$ cat config.mk
export PLATFORM = sky130hd
export DESIGN_NAME = panda_risc_v_divider_param_flat
export DESIGN_NICKNAME = d
export VERILOG_FILES = /design/src/rtl/panda_risc_v_divider_param_if.sv /design/src/rtl/panda_risc_v_divider_param.sv /design/src/flat_wrapper.sv
export SDC_FILE = /design/constraint.sdc
export NUM_CORES = 1
export LEC_CHECK = 0
export ABC_AREA = 1
export CAP_MARGIN = 10
export CORE_ASPECT_RATIO = 1.75
export CORE_UTILIZATION = 50
export CTS_CLUSTER_SIZE = 30
export DETAILED_ROUTE_END_ITERATION = 10
export PLACE_DENSITY_LB_ADDON = 0.25
export REMOVE_ABC_BUFFERS = 1
export SYNTH_ARGS = -nofsm -noshare
export SYNTH_HDL_FRONTEND = slang
export SYNTH_SLANG_ARGS = --single-unit
$ cat constraint.sdc
create_clock -name clk -period 14.7 [get_ports clk]
set_clock_uncertainty 0.05 [all_clocks]
set_input_delay 2.94 -clock clk [delete_from_list [all_inputs] [get_ports clk]]
set_output_delay 2.94 -clock clk [all_outputs]
set_load 0.01 [all_outputs]
$ cat src/rtl/panda_risc_v_divider_param_if.sv
// Request/result bus of the iterative divider: request channel in, result channel out.
interface panda_risc_v_divider_param_if #(
  parameter int DATA_WIDTH = 32,
  parameter int ID_WIDTH   = 4
);
  logic [DATA_WIDTH-1:0] s_div_req_op_a;
  logic [DATA_WIDTH-1:0] s_div_req_op_b;
  logic                  s_div_req_signed;
  logic                  s_div_req_rem_sel;
  logic [ID_WIDTH-1:0]   s_div_req_id;
  logic                  s_div_req_valid;
  logic                  s_div_req_ready;
  logic [DATA_WIDTH-1:0] m_div_res_data;
  logic [ID_WIDTH-1:0]   m_div_res_id;
  logic                  m_div_res_valid;
  logic                  m_div_res_ready;

  modport slave (
    input  s_div_req_op_a, s_div_req_op_b, s_div_req_signed, s_div_req_rem_sel,
    input  s_div_req_id, s_div_req_valid, m_div_res_ready,
    output s_div_req_ready, m_div_res_data, m_div_res_id, m_div_res_valid
  );

  modport master (
    output s_div_req_op_a, s_div_req_op_b, s_div_req_signed, s_div_req_rem_sel,
    output s_div_req_id, s_div_req_valid, m_div_res_ready,
    input  s_div_req_ready, m_div_res_data, m_div_res_id, m_div_res_valid
  );
endinterface

$ cat src/rtl/panda_risc_v_divider_param.sv
// Signed/unsigned non-restoring divider, one quotient bit per cycle, 2-entry request buffer,
// single-stage result register, in-order results.
module panda_risc_v_divider_param #(
  parameter int  DATA_WIDTH       = 32,
  parameter int  ID_WIDTH         = 4,
  parameter real simulation_delay = 1
) (
  input logic clk,
  input logic resetn,
  input logic flush,
  panda_risc_v_divider_param_if.slave div
);
  localparam int RW   = DATA_WIDTH + 2;
  localparam int CntW = $clog2(DATA_WIDTH + 1);
  localparam logic [DATA_WIDTH-1:0] MinNeg = {1'b1, {(DATA_WIDTH-1){1'b0}}};

  if (DATA_WIDTH < 8 || DATA_WIDTH > 64 || simulation_delay < 0.0) begin : g_bad_param
    $error("panda_risc_v_divider_param: DATA_WIDTH must be 8..64");
  end

  typedef struct packed {
    logic [DATA_WIDTH-1:0] op_a;
    logic [DATA_WIDTH-1:0] op_b;
    logic                  sgn;
    logic                  rem_sel;
    logic [ID_WIDTH-1:0]   id;
  } req_t;

  typedef enum logic [1:0] {IDLE, CALC, FIX} state_e;

  req_t   r_buf [2];
  logic   r_wptr, r_rptr, r_vis;
  logic [1:0] r_cnt;
  state_e r_state, w_state_d;
  logic [RW-1:0]         r_rem;
  logic [DATA_WIDTH-1:0] r_quo;
  logic [CntW-1:0]       r_cnt_calc;
  logic                  r_res_vld;
  logic [DATA_WIDTH-1:0] r_res_data;
  logic [ID_WIDTH-1:0]   r_res_id;

  req_t                  w_head, w_in;
  logic                  w_push, w_pop, w_preset, w_step, w_res_load, w_out_free;
  logic                  w_div_zero, w_ovf, w_sub;
  logic [DATA_WIDTH:0]   w_a_ext, w_b_ext;
  logic [RW-1:0]         w_b_rw, w_rem_sh, w_rem_nx, w_rem_fix;
  logic [DATA_WIDTH-1:0] w_quo_fix, w_res_data;

  assign w_in = '{op_a: div.s_div_req_op_a, op_b: div.s_div_req_op_b,
                  sgn: div.s_div_req_signed, rem_sel: div.s_div_req_rem_sel,
                  id: div.s_div_req_id};
  assign w_head     = r_buf[r_rptr];
  assign w_push     = div.s_div_req_valid & div.s_div_req_ready & ~flush;
  assign w_out_free = ~r_res_vld | div.m_div_res_ready;

  assign div.s_div_req_ready = (r_cnt != 2'd2);
  assign div.m_div_res_valid = r_res_vld;
  assign div.m_div_res_data  = r_res_data;
  assign div.m_div_res_id    = r_res_id;

  assign w_a_ext    = {w_head.sgn & w_head.op_a[DATA_WIDTH-1], w_head.op_a};
  assign w_b_ext    = {w_head.sgn & w_head.op_b[DATA_WIDTH-1], w_head.op_b};
  assign w_b_rw     = {w_b_ext[DATA_WIDTH], w_b_ext};
  assign w_div_zero = (w_head.op_b == '0);
  assign w_ovf      = w_head.sgn & (w_head.op_a == MinNeg) & (&w_head.op_b);

  // {r_rem, r_quo} shifts left; dividend bits leave r_quo while quotient digits enter it
  assign w_rem_sh = {r_rem[RW-2:0], r_quo[DATA_WIDTH-1]};
  assign w_sub    = (r_rem[RW-1] == w_b_ext[DATA_WIDTH]);
  assign w_rem_nx = w_sub ? (w_rem_sh - w_b_rw) : (w_rem_sh + w_b_rw);

  // Digits are +1/-1: quotient = 2*bits + 1 - 2^N, whose low N bits are {bits[N-2:0], 1}
  always_comb begin
    w_rem_fix = r_rem;
    w_quo_fix = {r_quo[DATA_WIDTH-2:0], 1'b1};
    if (r_rem != '0 && r_rem[RW-1] != w_a_ext[DATA_WIDTH]) begin
      if (r_rem[RW-1] == w_b_ext[DATA_WIDTH]) begin
        w_rem_fix = r_rem - w_b_rw;
        w_quo_fix = w_quo_fix + 1'b1;
      end else begin
        w_rem_fix = r_rem + w_b_rw;
        w_quo_fix = w_quo_fix - 1'b1;
      end
    end
    if (w_rem_fix == w_b_rw) begin
      w_rem_fix = '0;
      w_quo_fix = w_quo_fix + 1'b1;
    end else if ((w_rem_fix + w_b_rw) == '0) begin
      w_rem_fix = '0;
      w_quo_fix = w_quo_fix - 1'b1;
    end
  end

  always_comb begin
    w_state_d  = r_state;
    w_pop      = 1'b0;
    w_preset   = 1'b0;
    w_step     = 1'b0;
    w_res_load = 1'b0;
    w_res_data = '0;
    unique case (r_state)
      IDLE: begin
        if (r_vis && w_out_free) begin
          if (w_div_zero) begin
            w_res_load = 1'b1;
            w_pop      = 1'b1;
            w_res_data = w_head.rem_sel ? w_head.op_a : '1;
          end else if (w_ovf) begin
            w_res_load = 1'b1;
            w_pop      = 1'b1;
            w_res_data = w_head.rem_sel ? '0 : w_head.op_a;
          end else begin
            w_preset  = 1'b1;
            w_state_d = CALC;
          end
        end
      end
      CALC: begin
        w_step = 1'b1;
        if (r_cnt_calc == CntW'(DATA_WIDTH - 1)) w_state_d = FIX;
      end
      FIX: begin
        if (w_out_free) begin
          w_res_load = 1'b1;
          w_pop      = 1'b1;
          w_res_data = w_head.rem_sel ? w_rem_fix[DATA_WIDTH-1:0] : w_quo_fix;
          w_state_d  = IDLE;
        end
      end
      default: w_state_d = IDLE;
    endcase
    if (flush) begin
      w_state_d  = IDLE;
      w_pop      = 1'b0;
      w_preset   = 1'b0;
      w_step     = 1'b0;
      w_res_load = 1'b0;
    end
  end

  // r_vis: head entry has sat in the buffer for at least one cycle
  always_ff @(posedge clk or negedge resetn) begin
    if (!resetn) begin
      r_state    <= IDLE;
      r_wptr     <= 1'b0;
      r_rptr     <= 1'b0;
      r_cnt      <= 2'd0;
      r_vis      <= 1'b0;
      r_cnt_calc <= '0;
      r_res_vld  <= 1'b0;
    end else begin
      r_state <= w_state_d;
      if (flush) begin
        r_wptr     <= 1'b0;
        r_rptr     <= 1'b0;
        r_cnt      <= 2'd0;
        r_vis      <= 1'b0;
        r_cnt_calc <= '0;
        r_res_vld  <= 1'b0;
      end else begin
        if (w_push) r_wptr <= ~r_wptr;
        if (w_pop)  r_rptr <= ~r_rptr;
        r_cnt <= r_cnt + {1'b0, w_push} - {1'b0, w_pop};
        r_vis <= ((r_cnt - {1'b0, w_pop}) != 2'd0);
        if (w_preset)    r_cnt_calc <= '0;
        else if (w_step) r_cnt_calc <= r_cnt_calc + 1'b1;
        if (w_res_load)                r_res_vld <= 1'b1;
        else if (div.m_div_res_ready)  r_res_vld <= 1'b0;
      end
    end
  end

  always_ff @(posedge clk) begin
    if (w_push) r_buf[r_wptr] <= w_in;
    if (w_preset) begin
      r_rem <= {RW{w_a_ext[DATA_WIDTH]}};
      r_quo <= w_head.op_a;
    end else if (w_step) begin
      r_rem <= w_rem_nx;
      r_quo <= {r_quo[DATA_WIDTH-2:0], w_sub};
    end
    if (w_res_load) begin
      r_res_data <= w_res_data;
      r_res_id   <= w_head.id;
    end
  end
endmodule

$ cat src/flat_wrapper.sv
// flat-port wrapper written by rule: the top's interface ports become plain ports
module panda_risc_v_divider_param_flat 
#(
  parameter int  DATA_WIDTH       = 32,
  parameter int  ID_WIDTH         = 4,
  parameter real simulation_delay = 1
)
  (clk, resetn, flush, div_s_div_req_op_a, div_s_div_req_op_b, div_s_div_req_signed, div_s_div_req_rem_sel, div_s_div_req_id, div_s_div_req_valid, div_m_div_res_ready, div_s_div_req_ready, div_m_div_res_data, div_m_div_res_id, div_m_div_res_valid);
  panda_risc_v_divider_param_if #(.DATA_WIDTH(DATA_WIDTH), .ID_WIDTH(ID_WIDTH)) div_i ();
  input logic clk;
  input logic resetn;
  input logic flush;
  input wire logic [$bits(div_i.s_div_req_op_a)-1:0] div_s_div_req_op_a;
  input wire logic [$bits(div_i.s_div_req_op_b)-1:0] div_s_div_req_op_b;
  input wire logic [$bits(div_i.s_div_req_signed)-1:0] div_s_div_req_signed;
  input wire logic [$bits(div_i.s_div_req_rem_sel)-1:0] div_s_div_req_rem_sel;
  input wire logic [$bits(div_i.s_div_req_id)-1:0] div_s_div_req_id;
  input wire logic [$bits(div_i.s_div_req_valid)-1:0] div_s_div_req_valid;
  input wire logic [$bits(div_i.m_div_res_ready)-1:0] div_m_div_res_ready;
  output wire logic [$bits(div_i.s_div_req_ready)-1:0] div_s_div_req_ready;
  output wire logic [$bits(div_i.m_div_res_data)-1:0] div_m_div_res_data;
  output wire logic [$bits(div_i.m_div_res_id)-1:0] div_m_div_res_id;
  output wire logic [$bits(div_i.m_div_res_valid)-1:0] div_m_div_res_valid;
  assign div_i.s_div_req_op_a = div_s_div_req_op_a;
  assign div_i.s_div_req_op_b = div_s_div_req_op_b;
  assign div_i.s_div_req_signed = div_s_div_req_signed;
  assign div_i.s_div_req_rem_sel = div_s_div_req_rem_sel;
  assign div_i.s_div_req_id = div_s_div_req_id;
  assign div_i.s_div_req_valid = div_s_div_req_valid;
  assign div_i.m_div_res_ready = div_m_div_res_ready;
  assign div_s_div_req_ready = div_i.s_div_req_ready;
  assign div_m_div_res_data = div_i.m_div_res_data;
  assign div_m_div_res_id = div_i.m_div_res_id;
  assign div_m_div_res_valid = div_i.m_div_res_valid;
  panda_risc_v_divider_param #(.DATA_WIDTH(DATA_WIDTH), .ID_WIDTH(ID_WIDTH), .simulation_delay(simulation_delay)) u_core (.clk(clk), .resetn(resetn), .flush(flush), .div(div_i));
endmodule
==> results of run 1 <==
==> how the worst max path moves through the flow <==
| stage | start | end |
|---|---|---|
| floorplan | u_core.r_rptr | u_core.div.m_div_res_data[31] |
| global placement | u_core.r_rptr | u_core.div.m_div_res_data[26] |
| detailed placement | u_core.r_rptr | u_core.div.m_div_res_data[15] |
| CTS | u_core.r_rptr | u_core.div.m_div_res_data[19] |
| global route | u_core.r_rptr | u_core.div.m_div_res_data[31] |
| finish | u_core.r_rptr | u_core.div.m_div_res_data[15] |
==> sequential cells by signal, summed over array words and instances (netlist names), 2 cells and up <==
register / flops
u_core.r_quo: 32
u_core.r_cnt_calc: 6
u_core.r_buf: 140
u_core.r_cnt: 2
u_core.r_rem: 34
u_core.div.m_div_res_data: 32
u_core.r_state: 2
u_core.div.m_div_res_id: 4
==> stage by stage <==
| step | setup slack (ps) | utilization | hold slack, ps | cells |
|---|---|---|---|---|
| after global routing | 3444 | 0.5645 | 494.7 | 3750 |
| after CTS | 4333 | 0.5641 | 466.2 | 3748 |
| final | 4116 | 0.5645 | 467.2 | 3750 |
| after global placement | 4520 | 0.5447 | 442.9 | 3703 |
| after detailed placement | 4360 | 0.5447 | 450.5 | 3703 |
| after floorplan | 5053 | - | 430.2 | 3012 |
==> layout make-up <==
cell class / count / area (um2)
antenna: 1 / 2.502
multi-input combinational: 2388 / 12340
inverter: 368 / 1386
tap: 561 / 701.9
sequential: 256 / 7621
fill: 4189 / 18640
timing repair buffer: 131 / 1271
clock inverter: 20 / 205.2
clock buffer: 25 / 625.6
==> routing by layer <==
metal / up-vias / GRT usage / share of wire
li1: 10579 / - / -
met1: 10360 / 0.3778 / 0.33
met2: 993 / 0.7291 / 0.52
met3: 350 / 0.04143 / 0.055
met4: 0 / 0.2874 / 0.087
met5: - / 0 / 0
==> cells in the mapped netlist (all sizes together), types with 19 or more instances <==
master and count:
nor3 65, or2 19, nor4 34, o21ai 252, nand4 82, ha 75, inv 366, nand3 277
xnor2 23, nor2 294, xor2 80, edfxtp 242, clkbuf 43, buf 53, a21oi 145, mux2i 34
nand2 912
==> worst max-delay path, delay by kind of cell, from the launching register on <==
family          cells  cell delay, ps
simple gates       25            4280
compound gates      9            2870
buf+inv             4            1260
fa+ha+maj           2             890
flops               1             720
xor+xnor            1             160
==> kinds of logic after synthesis <==
kind of cell,after synthesis,share of synthesized area
and+or+nand+nor,1705,0.3432
AOI/OAI and AO/OA,468,0.1170
buffers and inverters,464,0.08816
DFF,256,0.3490
xor gates and xnor gates,103,0.04133
adders and majority gates,78,0.04574
muxes,34,0.01559
==> flow_summary_export.csv, run 1 <==
group,metric,value,unit
outcome,status,"finished clean",
die,start_util,0.5101,
sta,rsz0062_at_grt,"false",
die,fp.dieArea,0.04453,mm2
sta,tightest_slew,1348,ps
hold_path,hp-start,"u_core.r_buf[0][2]",
drt,drtIter0Drc,1919,
job,drv_cap,0,
layout,syn2layout_area_growth,10.67,%
drt,viasPerCell,5.942,
layout,layout_common_cells,"nand2_1 (882), inv_1 (344), nor2_1 (275)",
yosys,synthesis.area,0.02183,mm2
yosys,async_flop_share,0.05469,
yosys,syn_area_per_cell,7.023,um2
yosys,synth-main-ff-cell,"edfxtp_1",
sta,drv_slew,0,
clock_network,cts-root-buf,"clkbuf_16",
worst_setup_path,r2r_cells,41,
worst_setup_path,cp-end-kind,"flop",
worst_setup_path,cpPeakStageDelay,930,ps
yosys,yosysTopAreaCell,"edfxtp_1",
clock_network,cts_buffers,25,
global_routing,grt_pass1_vias,22412,
clock_network,clk_path_buf_depth,3,
yosys,seq_area_frac_synth,0.3490,
die,die_w,159.9,um
worst_setup_path,critical_path.slowest_cell,"nand2_2",
clock_network,cts_tree,"built",
place,io_buffers,112,
drt,drtAntennaViolNets,0,
layout,drive_gt1_frac,0.05458,
sta,hold_violations,0,
clock_network,post-cts-setup-buffer-count,0,
worst_setup_path,cp-start-kind,"flop",
worst_setup_path,path_class,"flop to flop",
hold_path,hold_depth,2,
yosys,synth_cell_types,63,
clock_network,clk_pin_slew,80,ps
worst_setup_path,cp.required,14980,ps
layout,nNetsFinal,3323,
yosys,ys.warnings.count,0,
die,fp.dieH,278.4,um
yosys,synth_top_area_frac,0.3329,
die,rows,100,
worst_setup_path,reg2reg_from,"u_core.r_rptr",
drt,wl_per_cell,22.99,um
clock_network,cts-resized-gates,0,
global_routing,grt_pass1_wl,128700,um
worst_setup_path,timing.critical_path.mode_cell,"nand2_1",
place,dp_hpwl,67340,um
worst_setup_path,ff2ff_setup_slack,4120,ps
die,top_level_ports,113,
sta,slew-limit-headroom,0.09288,
hold_path,min_to,"u_core.div.m_div_res_id[2]",
sta,fmax,94.48,MHz
yosys,synth_edf_count,242,
global_routing,grt_max_degree,75,
yosys,synthTopCellsByArea,"edfxtp_1 (33%), nand2_1 (15%), nand3_1 (6.1%)",
clock_network,cts.sinks,256,
sta,period_needed,10580,ps
yosys,ys_seq_elements,256,
sta,timing.setup.tns,0,ps
worst_setup_path,worstPathArrival,10860,ps
worst_setup_path,crit_fanout,49,
sta,finalSetupViolCount,0,
global_routing,antenna_found_initial,1,
layout,final_common_cell,"nand2_1",
clock_network,htreeDepth,1,
global_routing,grt.overflow.total,0,
place,gp_congestion,1.114,
worst_setup_path,r2r-end,"u_core.div.m_div_res_data[15]",
drt,drt_wl_total,86190,um
yosys,synth_cells,3108,
drt,drc,0,
drt,vias,22282,
hold_path,hold_path.class,"flop to flop",
drt,dr.pass1.iters,6,
clock_network,cts_hold_buf,0,
place,place_area,0.02331,mm2
layout,fin_area,0.02416,mm2
sta,min_period_over_period,0.7200,
clock_network,clock_latency,570,ps
global_routing,grt_usage,0.3837,
die,core,0.04279,mm2
Power of run 1 is left out: the tool's default activity adds up to more than one toggle a clock period on the data nets, which glitch-free logic cannot reach.
==> run 2: changes to the inputs <==
==> constraint.sdc (replaced) <==
create_clock -name clk -period 9.45 [get_ports clk]
set_clock_uncertainty 0.05 [all_clocks]
set_input_delay 1.89 -clock clk [delete_from_list [all_inputs] [get_ports clk]]
set_output_delay 1.89 -clock clk [all_outputs]
set_load 0.01 [all_outputs]
==> run 2 against run 1 <==
Against the previous run:
- final area up 0.54%
- sequential share of layout area down 0.17 points
- global-route usage fell by 0.22 points
- sequential cell count unchanged
- critical endpoint is now u_core.div.m_div_res_data[8]
- critical path type unchanged
- via count increased by 1.7%
==> flow_summary_export.csv, run 2 (synthesis gave the netlist of run 1 again) <==
group,metric,value,unit
outcome,status,"finished clean",
clock_network,cts_hold_buf,0,
job,drv_cap,0,
sta,tightest_slew,1352,ps
clock_network,cts-root-buf,"clkbuf_16",
die,top_level_ports,113,
layout,largest_reg_flops,140,
sta,slew-limit-headroom,0.09039,
worst_setup_path,reg2reg_from,"u_core.r_rptr",
global_routing,grt_max_degree,76,
worst_setup_path,worstPathArrival,9210,ps
layout,syn2layout_area_growth,11.26,%
layout,fill_cells,4203,
layout,layout_common_cells,"nand2_1 (882), inv_1 (344), nor2_1 (275)",
worst_setup_path,crit_fanout,28,
global_routing,grt.overflow.total,0,
place,io_buffers,112,
global_routing,grt_pass1_wl,128500,um
worst_setup_path,cp-end-kind,"flop",
drt,viasPerCell,6.018,
global_routing,grt_pass1_vias,22704,
worst_setup_path,r2r_cells,43,
layout,drive_gt1_frac,0.05936,
sta,period_needed,8930,ps
worst_setup_path,cp.required,9730,ps
global_routing,grt_usage,0.3815,
place,place_inst,3713,
worst_setup_path,cpPeakStageDelay,620,ps
die,fp.dieArea,0.04453,mm2
die,core,0.04279,mm2
hold_path,hp-start,"u_core.r_buf[1][0]",
sta,fmax,112.0,MHz
die,rows,100,
layout,largestRegisters,"u_core.r_buf (140), u_core.r_rem (34)",
clock_network,cts-resized-gates,0,
layout,nNetsFinal,3334,
clock_network,cts.sinks,256,
drt,dr.pass1.iters,6,
drt,drc,0,
clock_network,clk_pin_slew,70,ps
drt,drtAntennaViolNets,0,
die,fp.dieH,278.4,um
place,gp_congestion,1.038,
clock_network,cts_tree,"built",
worst_setup_path,r2r-end,"u_core.div.m_div_res_data[8]",
sta,hold_violations,0,
worst_setup_path,cp-start-kind,"flop",
layout,multi_input_comb_area,0.01233,mm2
clock_network,post-cts-setup-buffer-count,0,
layout,regArea,0.007621,mm2
hold_path,hold_depth,2,
clock_network,clk_path_buf_depth,3,
layout,layoutNonFillerInstCount,3764,
clock_network,cts_buffers,26,
hold_path,min_to,"u_core.div.m_div_res_id[0]",
sta,min_period_over_period,0.9449,
drt,drt_wl_total,85430,um
drt,wl_per_cell,22.70,um
drt,vias,22650,
clock_network,clock_latency,570,ps
worst_setup_path,timing.critical_path.mode_cell,"nand2_1",
drt,drtIter0Drc,2102,
layout,regMostFlops,"u_core.r_buf",
die,start_util,0.5101,
clock_network,htreeDepth,1,
place,dp_hpwl,66990,um
worst_setup_path,critical_path.slowest_cell,"dfrtp_4",
sta,finalSetupViolCount,0,
layout,final_common_cell,"nand2_1",
sta,drv_slew,0,
die,die_w,159.9,um
sta,rsz0062_at_grt,"false",
hold_path,hold_path.class,"flop to flop",
worst_setup_path,path_class,"flop to flop",
worst_setup_path,ff2ff_setup_slack,520,ps
global_routing,antenna_found_initial,1,
==> run 2: cell types whose count changed in the layout (fill, tap and decap cells not counted), sizes merged <==
cell | before | now
diode | 1 | 2
clkbuf | 25 | 28
inv | 368 | 371
buf | 19 | 29
clkinv | 14 | 11
==> run 2: metrics by stage <==
step / setup WS [ps] / area, um2 / util / hold WS [ps] / setup TNS, ps
5_1_grt: 64.35 / 24280 / 0.5675 / 507.2 / 0
3_5_place_dp: 808.1 / 23370 / 0.5462 / 455.7 / 0
4_1_cts: 784.2 / 24280 / 0.5673 / 471.3 / 0
3_3_place_gp: 801.2 / 23370 / 0.5462 / 445.2 / 0
2_1_floorplan: -197.1 / 21290 / - / 430.2 / -4185
6_report: 520.4 / 24290 / 0.5675 / 469.7 / 0
==> run 2: worst max path at each step <==
stage                  start                       endpoint  slack [ps]  cells past startpoint
2_1_floorplan  u_core.r_rptr  u_core.div.m_div_res_data[31]        -200                     48
3_3_place_gp   u_core.r_rptr   u_core.div.m_div_res_data[2]         800                     42
3_5_place_dp   u_core.r_rptr   u_core.div.m_div_res_data[8]         810                     42
4_1_cts        u_core.r_rptr   u_core.div.m_div_res_data[8]         780                     42
5_1_grt        u_core.r_rptr   u_core.div.m_div_res_data[9]          60                     45
6_report       u_core.r_rptr   u_core.div.m_div_res_data[8]         520                     43
==> run 2: final cells by class <==
type | instances | area share
Timing Repair Buffer | 141 | 0.05502
Tap cell | 561 | 0.02890
Sequential cell | 256 | 0.3138
Clock buffer | 28 | 0.02798
Antenna cell | 2 | 0.0002061
Multi-Input combinational cell | 2388 | 0.5078
Inverter | 368 | 0.05708
Clock inverter | 20 | 0.009171
==> run 2: critical path, delay by kind of cell (launching register included) <==
| kind | cells | cell delay, ps |
|---|---|---|
| AOI/OAI and AO/OA | 8 | 2590 |
| xor gates and xnor gates | 2 | 280 |
| adders and majority gates | 2 | 780 |
| buffers and inverters | 5 | 1220 |
| DFF | 1 | 620 |
| and+or+nand+nor | 26 | 3070 |
==> run 2: metal layers <==
metal,vias to the layer above,share of wire,wire [um],global-route usage
li1,10596,-,-,-
met1,10542,0.33,28530,0.3770
met2,1104,0.51,43150,0.6968
met3,408,0.058,4939,0.04590
met4,0,0.10,8817,0.3365
met5,-,0,0,0
Power of run 2 is left out for the same reason.
